==> config.mk <==
export PLATFORM = sky130hd
export DESIGN_NAME = mc_controller_flat
export DESIGN_NICKNAME = d
export VERILOG_FILES = /design/src/rtl/mc_controller_pkg.sv /design/src/rtl/mc_controller_if.sv /design/src/rtl/mc_controller_alu_decoder.sv /design/src/rtl/mc_controller.sv /design/src/flat_wrapper.sv
export SDC_FILE = /design/constraint.sdc
export NUM_CORES = 1
export LEC_CHECK = 0
export CORE_MARGIN = 5
export CORE_UTILIZATION = 41
export DETAILED_ROUTE_END_ITERATION = 10
export GPL_TIMING_DRIVEN = 0
export PLACE_DENSITY = 0.79
export SLEW_MARGIN = 20
export SYNTH_ARGS = -nofsm -noshare
export SYNTH_HDL_FRONTEND = slang
export SYNTH_HIERARCHICAL = 1
export SYNTH_SLANG_ARGS = --single-unit
==> constraint.sdc <==
create_clock -name clk -period 8.5 [get_ports clk]
set_clock_uncertainty 0.2 [all_clocks]
set_input_delay 2.125 -clock clk [delete_from_list [all_inputs] [get_ports clk]]
set_output_delay 2.125 -clock clk [all_outputs]
set_load 0.01 [all_outputs]
==> src/rtl/mc_controller_pkg.sv <==
// Shared encodings for the multi-cycle accumulator controller:
// opcodes, function bits, ALU codes, mux selects and FSM states.
package mc_controller_pkg;

    localparam int OP_W = 4;
    localparam int FN_W = 9;

    localparam logic [OP_W-1:0] OP_LOAD  = 4'b0000;
    localparam logic [OP_W-1:0] OP_STORE = 4'b0001;
    localparam logic [OP_W-1:0] OP_JUMP  = 4'b0010;
    localparam logic [OP_W-1:0] OP_BRZ   = 4'b0100;
    localparam logic [OP_W-1:0] OP_TYPEC = 4'b1000;

    localparam int FN_MOVETO   = 0;
    localparam int FN_MOVEFROM = 1;
    localparam int FN_ADD      = 2;
    localparam int FN_SUB      = 3;
    localparam int FN_AND      = 4;
    localparam int FN_OR       = 5;
    localparam int FN_NOT      = 6;
    localparam int FN_NOP      = 7;

    localparam logic [2:0] ALU_ADD   = 3'b000;
    localparam logic [2:0] ALU_SUB   = 3'b001;
    localparam logic [2:0] ALU_AND   = 3'b010;
    localparam logic [2:0] ALU_OR    = 3'b011;
    localparam logic [2:0] ALU_NOTB  = 3'b100;
    localparam logic [2:0] ALU_PASSB = 3'b101;
    localparam logic [2:0] ALU_PASSA = 3'b110;

    localparam logic [1:0] PC_ALU  = 2'b00;
    localparam logic [1:0] PC_IMM  = 2'b01;
    localparam logic [1:0] PC_PAGE = 2'b10;

    localparam logic [1:0] SRCB_B   = 2'b00;
    localparam logic [1:0] SRCB_ONE = 2'b01;
    localparam logic [1:0] SRCB_IMM = 2'b10;

    typedef enum logic [3:0] {
        S_IF     = 4'd0,
        S_ID     = 4'd1,
        S_LD_MEM = 4'd2,
        S_LD_WB  = 4'd3,
        S_ST_MEM = 4'd4,
        S_JMP    = 4'd5,
        S_BRZ    = 4'd6,
        S_C_EX   = 4'd7,
        S_C_WB   = 4'd8,
        S_I_EX   = 4'd9,
        S_I_WB   = 4'd10
    } state_e;

    // Exactly one of the seven real operations selected; NOP or bit 8 alone is not.
    function automatic logic fn_legal(input logic [FN_W-1:0] fn);
        return ($countones(fn) == 1) && (fn[FN_NOT:FN_MOVETO] != '0);
    endfunction

endpackage

==> src/rtl/mc_controller_if.sv <==
// Controller <-> datapath bundle: decoded IR fields and zero flag in,
// strobes and mux selects out.
interface mc_controller_if;
    import mc_controller_pkg::*;

    logic [OP_W-1:0] op;
    logic [FN_W-1:0] fn;
    logic            zero;
    logic            mem_read;
    logic            mem_write;
    logic            IorD;
    logic            IRWrite;
    logic            writeRegSel;
    logic            MemToReg;
    logic            writeRegEn;
    logic            PCld;
    logic [1:0]      PCSrc;
    logic [2:0]      ALU_control;
    logic            ALUSrcA;
    logic [1:0]      ALUSrcB;
    logic [3:0]      state;

    modport master (
        input  op, fn, zero,
        output mem_read, mem_write, IorD, IRWrite, writeRegSel,
        output MemToReg, writeRegEn, PCld, PCSrc, ALU_control,
        output ALUSrcA, ALUSrcB, state
    );

    modport slave (
        output op, fn, zero,
        input  mem_read, mem_write, IorD, IRWrite, writeRegSel,
        input  MemToReg, writeRegEn, PCld, PCSrc, ALU_control,
        input  ALUSrcA, ALUSrcB, state
    );

endinterface

==> src/rtl/mc_controller_alu_decoder.sv <==
// ALU operation select from FSM state, opcode and type-C function,
// plus the type-C NOP flag.
module mc_controller_alu_decoder
    import mc_controller_pkg::*;
(
    input  state_e          state_i,
    input  logic [OP_W-1:0] op_i,
    input  logic [FN_W-1:0] fn_i,
    output logic [2:0]      alu_ctrl_o,
    output logic            fn_nop_o
);

    always_comb begin
        alu_ctrl_o = ALU_ADD;
        fn_nop_o   = !fn_legal(fn_i);
        case (state_i)
            S_BRZ: alu_ctrl_o = ALU_PASSA;
            S_I_EX: alu_ctrl_o = {1'b0, op_i[1:0]};
            S_C_EX: begin
                if (!fn_nop_o) begin
                    unique case (1'b1)
                        fn_i[FN_MOVETO]:   alu_ctrl_o = ALU_PASSA;
                        fn_i[FN_MOVEFROM]: alu_ctrl_o = ALU_PASSB;
                        fn_i[FN_ADD]:      alu_ctrl_o = ALU_ADD;
                        fn_i[FN_SUB]:      alu_ctrl_o = ALU_SUB;
                        fn_i[FN_AND]:      alu_ctrl_o = ALU_AND;
                        fn_i[FN_OR]:       alu_ctrl_o = ALU_OR;
                        fn_i[FN_NOT]:      alu_ctrl_o = ALU_NOTB;
                        default:           alu_ctrl_o = ALU_ADD;
                    endcase
                end
            end
            default: alu_ctrl_o = ALU_ADD;
        endcase
    end

endmodule

==> src/rtl/mc_controller.sv <==
// Multi-cycle fetch/decode/execute FSM for the 16-bit accumulator datapath.
// Moore outputs, except PCld in BRZ which follows the live zero flag.
module mc_controller
    import mc_controller_pkg::*;
(
    input  logic          clk,
    input  logic          rst,
    mc_controller_if.master bus
);

    state_e     state_q;
    state_e     state_d;
    logic [2:0] alu_ctrl;
    logic       fn_nop;

    mc_controller_alu_decoder u_alu_dec (
        .state_i    (state_q),
        .op_i       (bus.op),
        .fn_i       (bus.fn),
        .alu_ctrl_o (alu_ctrl),
        .fn_nop_o   (fn_nop)
    );

    always_ff @(posedge clk or posedge rst) begin
        if (rst) begin
            state_q <= S_IF;
        end else begin
            state_q <= state_d;
        end
    end

    always_comb begin
        state_d = S_IF;
        case (state_q)
            S_IF: state_d = S_ID;
            S_ID: begin
                if (bus.op[3:2] == 2'b11) begin
                    state_d = S_I_EX;
                end else begin
                    case (bus.op)
                        OP_LOAD:  state_d = S_LD_MEM;
                        OP_STORE: state_d = S_ST_MEM;
                        OP_JUMP:  state_d = S_JMP;
                        OP_BRZ:   state_d = S_BRZ;
                        OP_TYPEC: state_d = S_C_EX;
                        default:  state_d = S_IF;
                    endcase
                end
            end
            S_LD_MEM: state_d = S_LD_WB;
            S_C_EX:   state_d = S_C_WB;
            S_I_EX:   state_d = S_I_WB;
            default:  state_d = S_IF;
        endcase
    end

    // Everything held low while in reset so no PC/IR/reg/mem update leaks out.
    always_comb begin
        bus.mem_read    = 1'b0;
        bus.mem_write   = 1'b0;
        bus.IorD        = 1'b0;
        bus.IRWrite     = 1'b0;
        bus.writeRegSel = 1'b0;
        bus.MemToReg    = 1'b0;
        bus.writeRegEn  = 1'b0;
        bus.PCld        = 1'b0;
        bus.PCSrc       = PC_ALU;
        bus.ALU_control = ALU_ADD;
        bus.ALUSrcA     = 1'b0;
        bus.ALUSrcB     = SRCB_B;
        bus.state       = 4'd0;
        if (!rst) begin
            bus.state       = state_q;
            bus.ALU_control = alu_ctrl;
            case (state_q)
                S_IF: begin
                    bus.mem_read = 1'b1;
                    bus.IRWrite  = 1'b1;
                    bus.ALUSrcB  = SRCB_ONE;
                    bus.PCld     = 1'b1;
                end
                S_LD_MEM: begin
                    bus.mem_read = 1'b1;
                    bus.IorD     = 1'b1;
                end
                S_LD_WB: begin
                    bus.MemToReg   = 1'b1;
                    bus.writeRegEn = 1'b1;
                end
                S_ST_MEM: begin
                    bus.mem_write = 1'b1;
                    bus.IorD      = 1'b1;
                end
                S_JMP: begin
                    bus.PCSrc = PC_IMM;
                    bus.PCld  = 1'b1;
                end
                S_BRZ: begin
                    bus.ALUSrcA = 1'b1;
                    bus.PCSrc   = PC_PAGE;
                    bus.PCld    = bus.zero;
                end
                S_C_EX: bus.ALUSrcA = 1'b1;
                S_C_WB: begin
                    bus.writeRegSel = bus.fn[FN_MOVETO];
                    bus.writeRegEn  = !fn_nop;
                end
                S_I_EX: begin
                    bus.ALUSrcA = 1'b1;
                    bus.ALUSrcB = SRCB_IMM;
                end
                S_I_WB: bus.writeRegEn = 1'b1;
                default: ;
            endcase
        end
    end

endmodule
==> src/flat_wrapper.sv <==
// flat-port wrapper written by rule: the top's interface ports become plain ports
module mc_controller_flat import mc_controller_pkg::*;
  (clk, rst, bus_op, bus_fn, bus_zero, bus_mem_read, bus_mem_write, bus_IorD, bus_IRWrite, bus_writeRegSel, bus_MemToReg, bus_writeRegEn, bus_PCld, bus_PCSrc, bus_ALU_control, bus_ALUSrcA, bus_ALUSrcB, bus_state);
  mc_controller_if bus_i ();
  input  logic clk;
  input  logic rst;
  input wire logic [$bits(bus_i.op)-1:0] bus_op;
  input wire logic [$bits(bus_i.fn)-1:0] bus_fn;
  input wire logic [$bits(bus_i.zero)-1:0] bus_zero;
  output wire logic [$bits(bus_i.mem_read)-1:0] bus_mem_read;
  output wire logic [$bits(bus_i.mem_write)-1:0] bus_mem_write;
  output wire logic [$bits(bus_i.IorD)-1:0] bus_IorD;
  output wire logic [$bits(bus_i.IRWrite)-1:0] bus_IRWrite;
  output wire logic [$bits(bus_i.writeRegSel)-1:0] bus_writeRegSel;
  output wire logic [$bits(bus_i.MemToReg)-1:0] bus_MemToReg;
  output wire logic [$bits(bus_i.writeRegEn)-1:0] bus_writeRegEn;
  output wire logic [$bits(bus_i.PCld)-1:0] bus_PCld;
  output wire logic [$bits(bus_i.PCSrc)-1:0] bus_PCSrc;
  output wire logic [$bits(bus_i.ALU_control)-1:0] bus_ALU_control;
  output wire logic [$bits(bus_i.ALUSrcA)-1:0] bus_ALUSrcA;
  output wire logic [$bits(bus_i.ALUSrcB)-1:0] bus_ALUSrcB;
  output wire logic [$bits(bus_i.state)-1:0] bus_state;
  assign bus_i.op = bus_op;
  assign bus_i.fn = bus_fn;
  assign bus_i.zero = bus_zero;
  assign bus_mem_read = bus_i.mem_read;
  assign bus_mem_write = bus_i.mem_write;
  assign bus_IorD = bus_i.IorD;
  assign bus_IRWrite = bus_i.IRWrite;
  assign bus_writeRegSel = bus_i.writeRegSel;
  assign bus_MemToReg = bus_i.MemToReg;
  assign bus_writeRegEn = bus_i.writeRegEn;
  assign bus_PCld = bus_i.PCld;
  assign bus_PCSrc = bus_i.PCSrc;
  assign bus_ALU_control = bus_i.ALU_control;
  assign bus_ALUSrcA = bus_i.ALUSrcA;
  assign bus_ALUSrcB = bus_i.ALUSrcB;
  assign bus_state = bus_i.state;
  mc_controller u_core (.clk(clk), .rst(rst), .bus(bus_i));
endmodule
Yosys cells after proc, flatten, opt, wreduce, memory -nomap -nowiden:

Cells that the tools add are included.

* register bits after elaboration: 4
* output and inout bits: 20
* logic and storage cells: 64

* add/sub/neg operators: 8
* equal/unequal tests: 16
* mux-type cells: 30
* reduce and logical (&&, ||, !) cells: 9

Operator list (number)
* $add 32x1->32: 1
* $add 32x2->32: 1
* $add 32x3->32: 1
* $eq 32x2->1 const B: 1
* $eq 4x3->1 const B: 5
* $pmux 4 s5: 1
* $pmux 3 s6: 1
* $eq 4x4->1 const B: 4
* $mux 1: 16
* $pmux 3 s5: 1
* $eq 4x2->1 const B: 3
* $pmux 3 s3: 1
* $add 1x1->2: 4
* $eq 4x1->1 const B: 2
* $logic_not 4->1: 2
* $mux 4: 2
* $pmux 2 s2: 2
* $reduce_or 2->1: 4
* $reduce_bool 7->1: 1
* $mux 3: 2
* $mux 2: 2
* $pmux 1 s2: 2
* $add 2x2->3: 1
* $reduce_or 3->1: 1
* 2 further kinds: 2

Longest topological paths before layout:

* depth after elaboration: 9
* mapped depth: 14

By module:

The synthesis kept the hierarchy.

Modules (own cells, without submodules)
* mc_controller: instances 1, cells an instance 66, area each 452.9 µm², sequential area each 100.1 µm²
* mc_controller_alu_decoder: instances 1, cells an instance 41, area each 355.3 µm², sequential area each 0.0 µm²

Worst setup path after synthesis:

Ideal clock, no wire load.

* path kind: in2out
* from: input bus_fn[0]
* to: output bus_writeRegEn
* arrival time: 5.116 ns
* slack: 1.059 ns
* cell stages on the path: 14
* path buffers: 0
* cells stage by stage: inv_1 > fa_1 > fa_1 > fa_1 > inv_1 > fa_1 > inv_1 > fa_1 > a211oi_1 > mux2_2 > nand4_4 > nand2b_1 > nand3b_1 > a21oi_1

* word-level cells in the longest chain between the ends: 8

Ends and longest elaborated chain
* from (decl): line flat_wrapper.sv:8 `input wire logic [$bits(bus_i.fn)-1:0] bus_fn;`
* $add 1x1->2 (not written as such): line mc_controller_pkg.sv:55 `return ($countones(fn) == 1) && (fn[FN_NOT:FN_MOVETO] != '0);`
* $add 32x2->32 (not written as such): line mc_controller_pkg.sv:55
* $add 32x3->32 (not written as such): line mc_controller_pkg.sv:55
* $add 32x1->32 (not written as such): line mc_controller_pkg.sv:55
* $eq 32x2->1: line mc_controller_pkg.sv:55
* $logic_and 1x1->1 *: line mc_controller_pkg.sv:55
* $pmux 1 s2 *: line mc_controller.sv:75 `case (state_q)`
* $mux 1 *: line mc_controller.sv:72 `if (!rst) begin`
* to (decl): line flat_wrapper.sv:16 `output wire logic [$bits(bus_i.writeRegEn)-1:0] bus_writeRegEn;`

Every way passes the cells marked *; elsewhere a longest branch is shown, timed or not.

Final worst setup path:

* from: input bus_fn[1]
* to: output bus_ALU_control[1]

* word-level cells in the longest chain between the ends: 9

Ends and longest elaborated chain
* $add 1x1->2 (not written as such): line mc_controller_pkg.sv:55
* $add 32x2->32 (not written as such): line mc_controller_pkg.sv:55
* $add 32x3->32 (not written as such): line mc_controller_pkg.sv:55
* $add 32x1->32 (not written as such): line mc_controller_pkg.sv:55
* $eq 32x2->1: line mc_controller_pkg.sv:55
* $logic_and 1x1->1: line mc_controller_pkg.sv:55
* $mux 3 *: line mc_controller_alu_decoder.sv:20 `if (!fn_nop_o) begin`
* $pmux 3 s3 *: line mc_controller_alu_decoder.sv:16 `case (state_i)`
* named net u_core.alu_ctrl[1]: line mc_controller.sv:13 `logic [2:0] alu_ctrl;`
* $mux 3 *: line mc_controller.sv:72
* to (decl): line flat_wrapper.sv:19 `output wire logic [$bits(bus_i.ALU_control)-1:0] bus_ALU_control;`

The timed path passes the listed nets; every way through them passes the cells marked *.

==> out/qor.csv <==
stage;metric;value;unit
logic_synthesis;syn_nets;131;
routing;drt_iter0_drc;19;
placed_design;dpl_cell_area;1190;sq um
routing;detail_route.wl_per_cell;13.4;um
timing;post-route-min-period;8230;ps
floorplan;fp-row-count;16;
timing;fmaxAchievable;0.121;GHz
placed_design;numPortBuffers;35;
cts;cts_hold_buf;0;
cts;post-cts-setup-buffers;0;
logic_synthesis;synthFlopType;dfrtp_1;
logic_synthesis;synth-async-reset-ratio;1.00;
setup_path;worst_setup_path_start_kind;primary input;
timing;setup_viol;0;
cts;ctsLongestPathBuffers;2;
setup_path;crit_path_end_kind;primary output;
cts;cts.sinks;4;
timing;fin_tns_setup;0;ps
min_path;min_path_type;flip-flop to flip-flop;
timing;min_period_over_period;0.969;
placed_design;dp_hpwl;1910;um
layout;largest_register_ffs;4;
layout;final_net_count;171;
cts;worst_skew_pair.late_latency;240;ps
logic_synthesis;syn_avg_cell_area;7.55;sq um
layout;utilization;0.632;
power;power.leakage;0.513;nW
layout;finalInstanceArea;1210;sq um
global_routing;first_global_vias;834;
timing;timing.slew.headroom;0.688;
timing;rsz0062_at_grt;false;
cts;cts_buffers;3;
global_routing;grt_max_degree;13;
routing;avgViaCountPerCell;5.27;
power;finalPower;0.224;mW
cts;cts_htree_levels;1;
global_routing;overflow;0;
routing;routed_wl;2300;um
routing;drc;0;
floorplan;die_area;2960;sq um
timing;worstMarginPinSlew;468;ps
logic_synthesis;synth_cells;107;
placed_design;gp_congestion;0.858;
layout;reg_top3;u_core/state_q: 4 flops;
logic_synthesis;yosysTopAreaCell;dfrtp_1;
logic_synthesis;synth_top_area_frac;0.124;
global_routing;grt_pass1_wl;3670;um
setup_path;path_class;primary input to primary output;
layout;drive_gt1_frac;0.110;
logic_synthesis;yosys_register_bits;4;
logic_synthesis;synth-edff-count;0;
floorplan;io_pins;36;
logic_synthesis;yosysWarnings;6;
setup_path;critPathRequiredTime;6180;ps
floorplan;initial_core_util;0.421;
logic_synthesis;yosysUniqueCellTypes;37;
cts;cts-root-buf;clkbuf_4;
floorplan;core_area;1920;sq um
cts;cts_tree;done;
routing;vias;907;
global_routing;antenna_found_initial;0;
power;irDropWorstVdd;0.0000989;V
layout;regMostFlops;u_core/state_q;
power;power_density;185;nW/um^2
logic_synthesis;ys_top_cells_by_area;dfrtp_1, fa_1, nor2b_1;
layout;fin_cells;172;
setup_path;critPathMaxFanout;4;
placed_design;dp_cells;169;
timing;hold_violations;0;
layout;syn2layout_area_growth;50.2;%
cts;clk_pin_slew;30;ps
timing;drv_slew;0;
floorplan;die_h;54.4;um
layout;diodes;0;
run_status;status;finished, final reports clean;
routing;ant_nets;0;
floorplan;die_x;54.4;um
flow_run;maxCapViolations;0;
global_routing;grt.total_usage;0.170;
logic_synthesis;syn_area;808;sq um
setup_path;cp.arrival;5910;ps
routing;drt_pass1_iterations;4;
logic_synthesis;yosysSeqAreaShare;0.124;
layout;fillCellCount;183;
where the power goes:
group,switching [mW],internal (mW)
combinational,0.0797,0.0782
clock,0.00788,0.0158
sequential,0.0167,0.0256
total,0.104,0.120
routing by layer:
layer	vias up	GRT usage	part of all wire
met3	2	0.0300	0.063
met2	29	0.317	0.52
met1	426	0.193	0.41
met4	0	0.0498	0.0065
li1	450	-	-
met5	-	0	0
final timing paths:
path / from / endpoint / slack [ps] / cells after the start
max: bus_fn[1] / bus_ALU_control[1] / 270 / 15
min: u_core/state_q[3]$_DFF_PP0_ / u_core/state_q[2]$_DFF_PP0_ / 450 / 1
max reg2reg: u_core/state_q[2]$_DFF_PP0_ / u_core/state_q[3]$_DFF_PP0_ / 6960 / 3
min reg2reg: u_core/state_q[3]$_DFF_PP0_ / u_core/state_q[2]$_DFF_PP0_ / 450 / 1
max in group asynchronous: rst / u_core/state_q[3]$_DFF_PP0_ / 5730 / 3
min in group asynchronous: rst / u_core/state_q[1]$_DFF_PP0_ / 2200 / 3
synth_stat cells, types with 3 or more instances:
cell type	n
nand3_1	3
nand2b_1	4
clkbuf_1	4
inv_1	15
fa_1	5
nor2_1	8
nor2b_1	10
ha_1	3
nor4_1	4
a31oi_1	4
nand2_1	7
a21oi_1	3
dfrtp_1	4
nand3b_1	4
stage by stage:
stage	setup slack [ps]	hold slack (ps)
global placement	-51.8	441
detailed placement	-239	442
finish	265	453
floorplan	1060	355
global route	98.3	500
CTS	33.9	455
placed cells by master, fill, tap and decap left out, types with 2 or more instances in the layout:
cell type	count
clkdlybuf4s50_1	30
inv_1	15
nor2b_1	10
nor2_1	8
nand2_1	7
fa_1	5
clkbuf_1	4
nand2b_1	4
nor4_1	4
a31oi_1	4
nand3b_1	4
dfrtp_1	4
clkbuf_4	3
a21oi_1	3
nand3_1	3
ha_1	3
clkbuf_2	2
dlygate4sd2_1	2
buf_2	2
xnor2_1	2
or3_1	2
nor3_1	2
o21ai_0	2
o21ai_2	2
worst max-delay path, cell delays in order:
cell	delay, ps
clkdlybuf4s50_1	470
inv_1	70
fa_1	490
fa_1	520
fa_1	400
inv_1	70
fa_1	190
inv_1	70
fa_1	400
a211oi_2	210
mux2_4	180
nand4_4	140
o21ai_2	150
nor2b_1	120
dlygate4sd2_1	280
cell families (layout without fill, tap and decap cells):
logic type               Yosys count  in the layout  synth area share
AO/OA/AOI/OAI                     20             20             0.186
multiplexers                       1              1            0.0139
adder cells (fa/ha/maj)            8              8             0.170
buffers and inverters             21             59             0.101
flip-flops                         4              4             0.124
AND/OR/NAND/NOR                   51             51             0.384
XOR/XNOR                           2              2            0.0217
timing repair:
action	4_1_cts	5_1_grt
endpoints found under the setup margin	4	4
cloned	0	0
resized for setup	4	7
layout make-up:
class | instances | area [sq um] | area share
Multi-Input combinational cell | 82 | 636 | 0.524
Clock buffer | 3 | 22.5 | 0.0186
Inverter | 15 | 56.3 | 0.0464
Timing Repair Buffer | 35 | 340 | 0.280
Buffer | 6 | 25.0 | 0.0206
Sequential cell | 4 | 100 | 0.0825
Tap cell | 27 | 33.8 | 0.0278
Power figures use the tool's default switching activity.
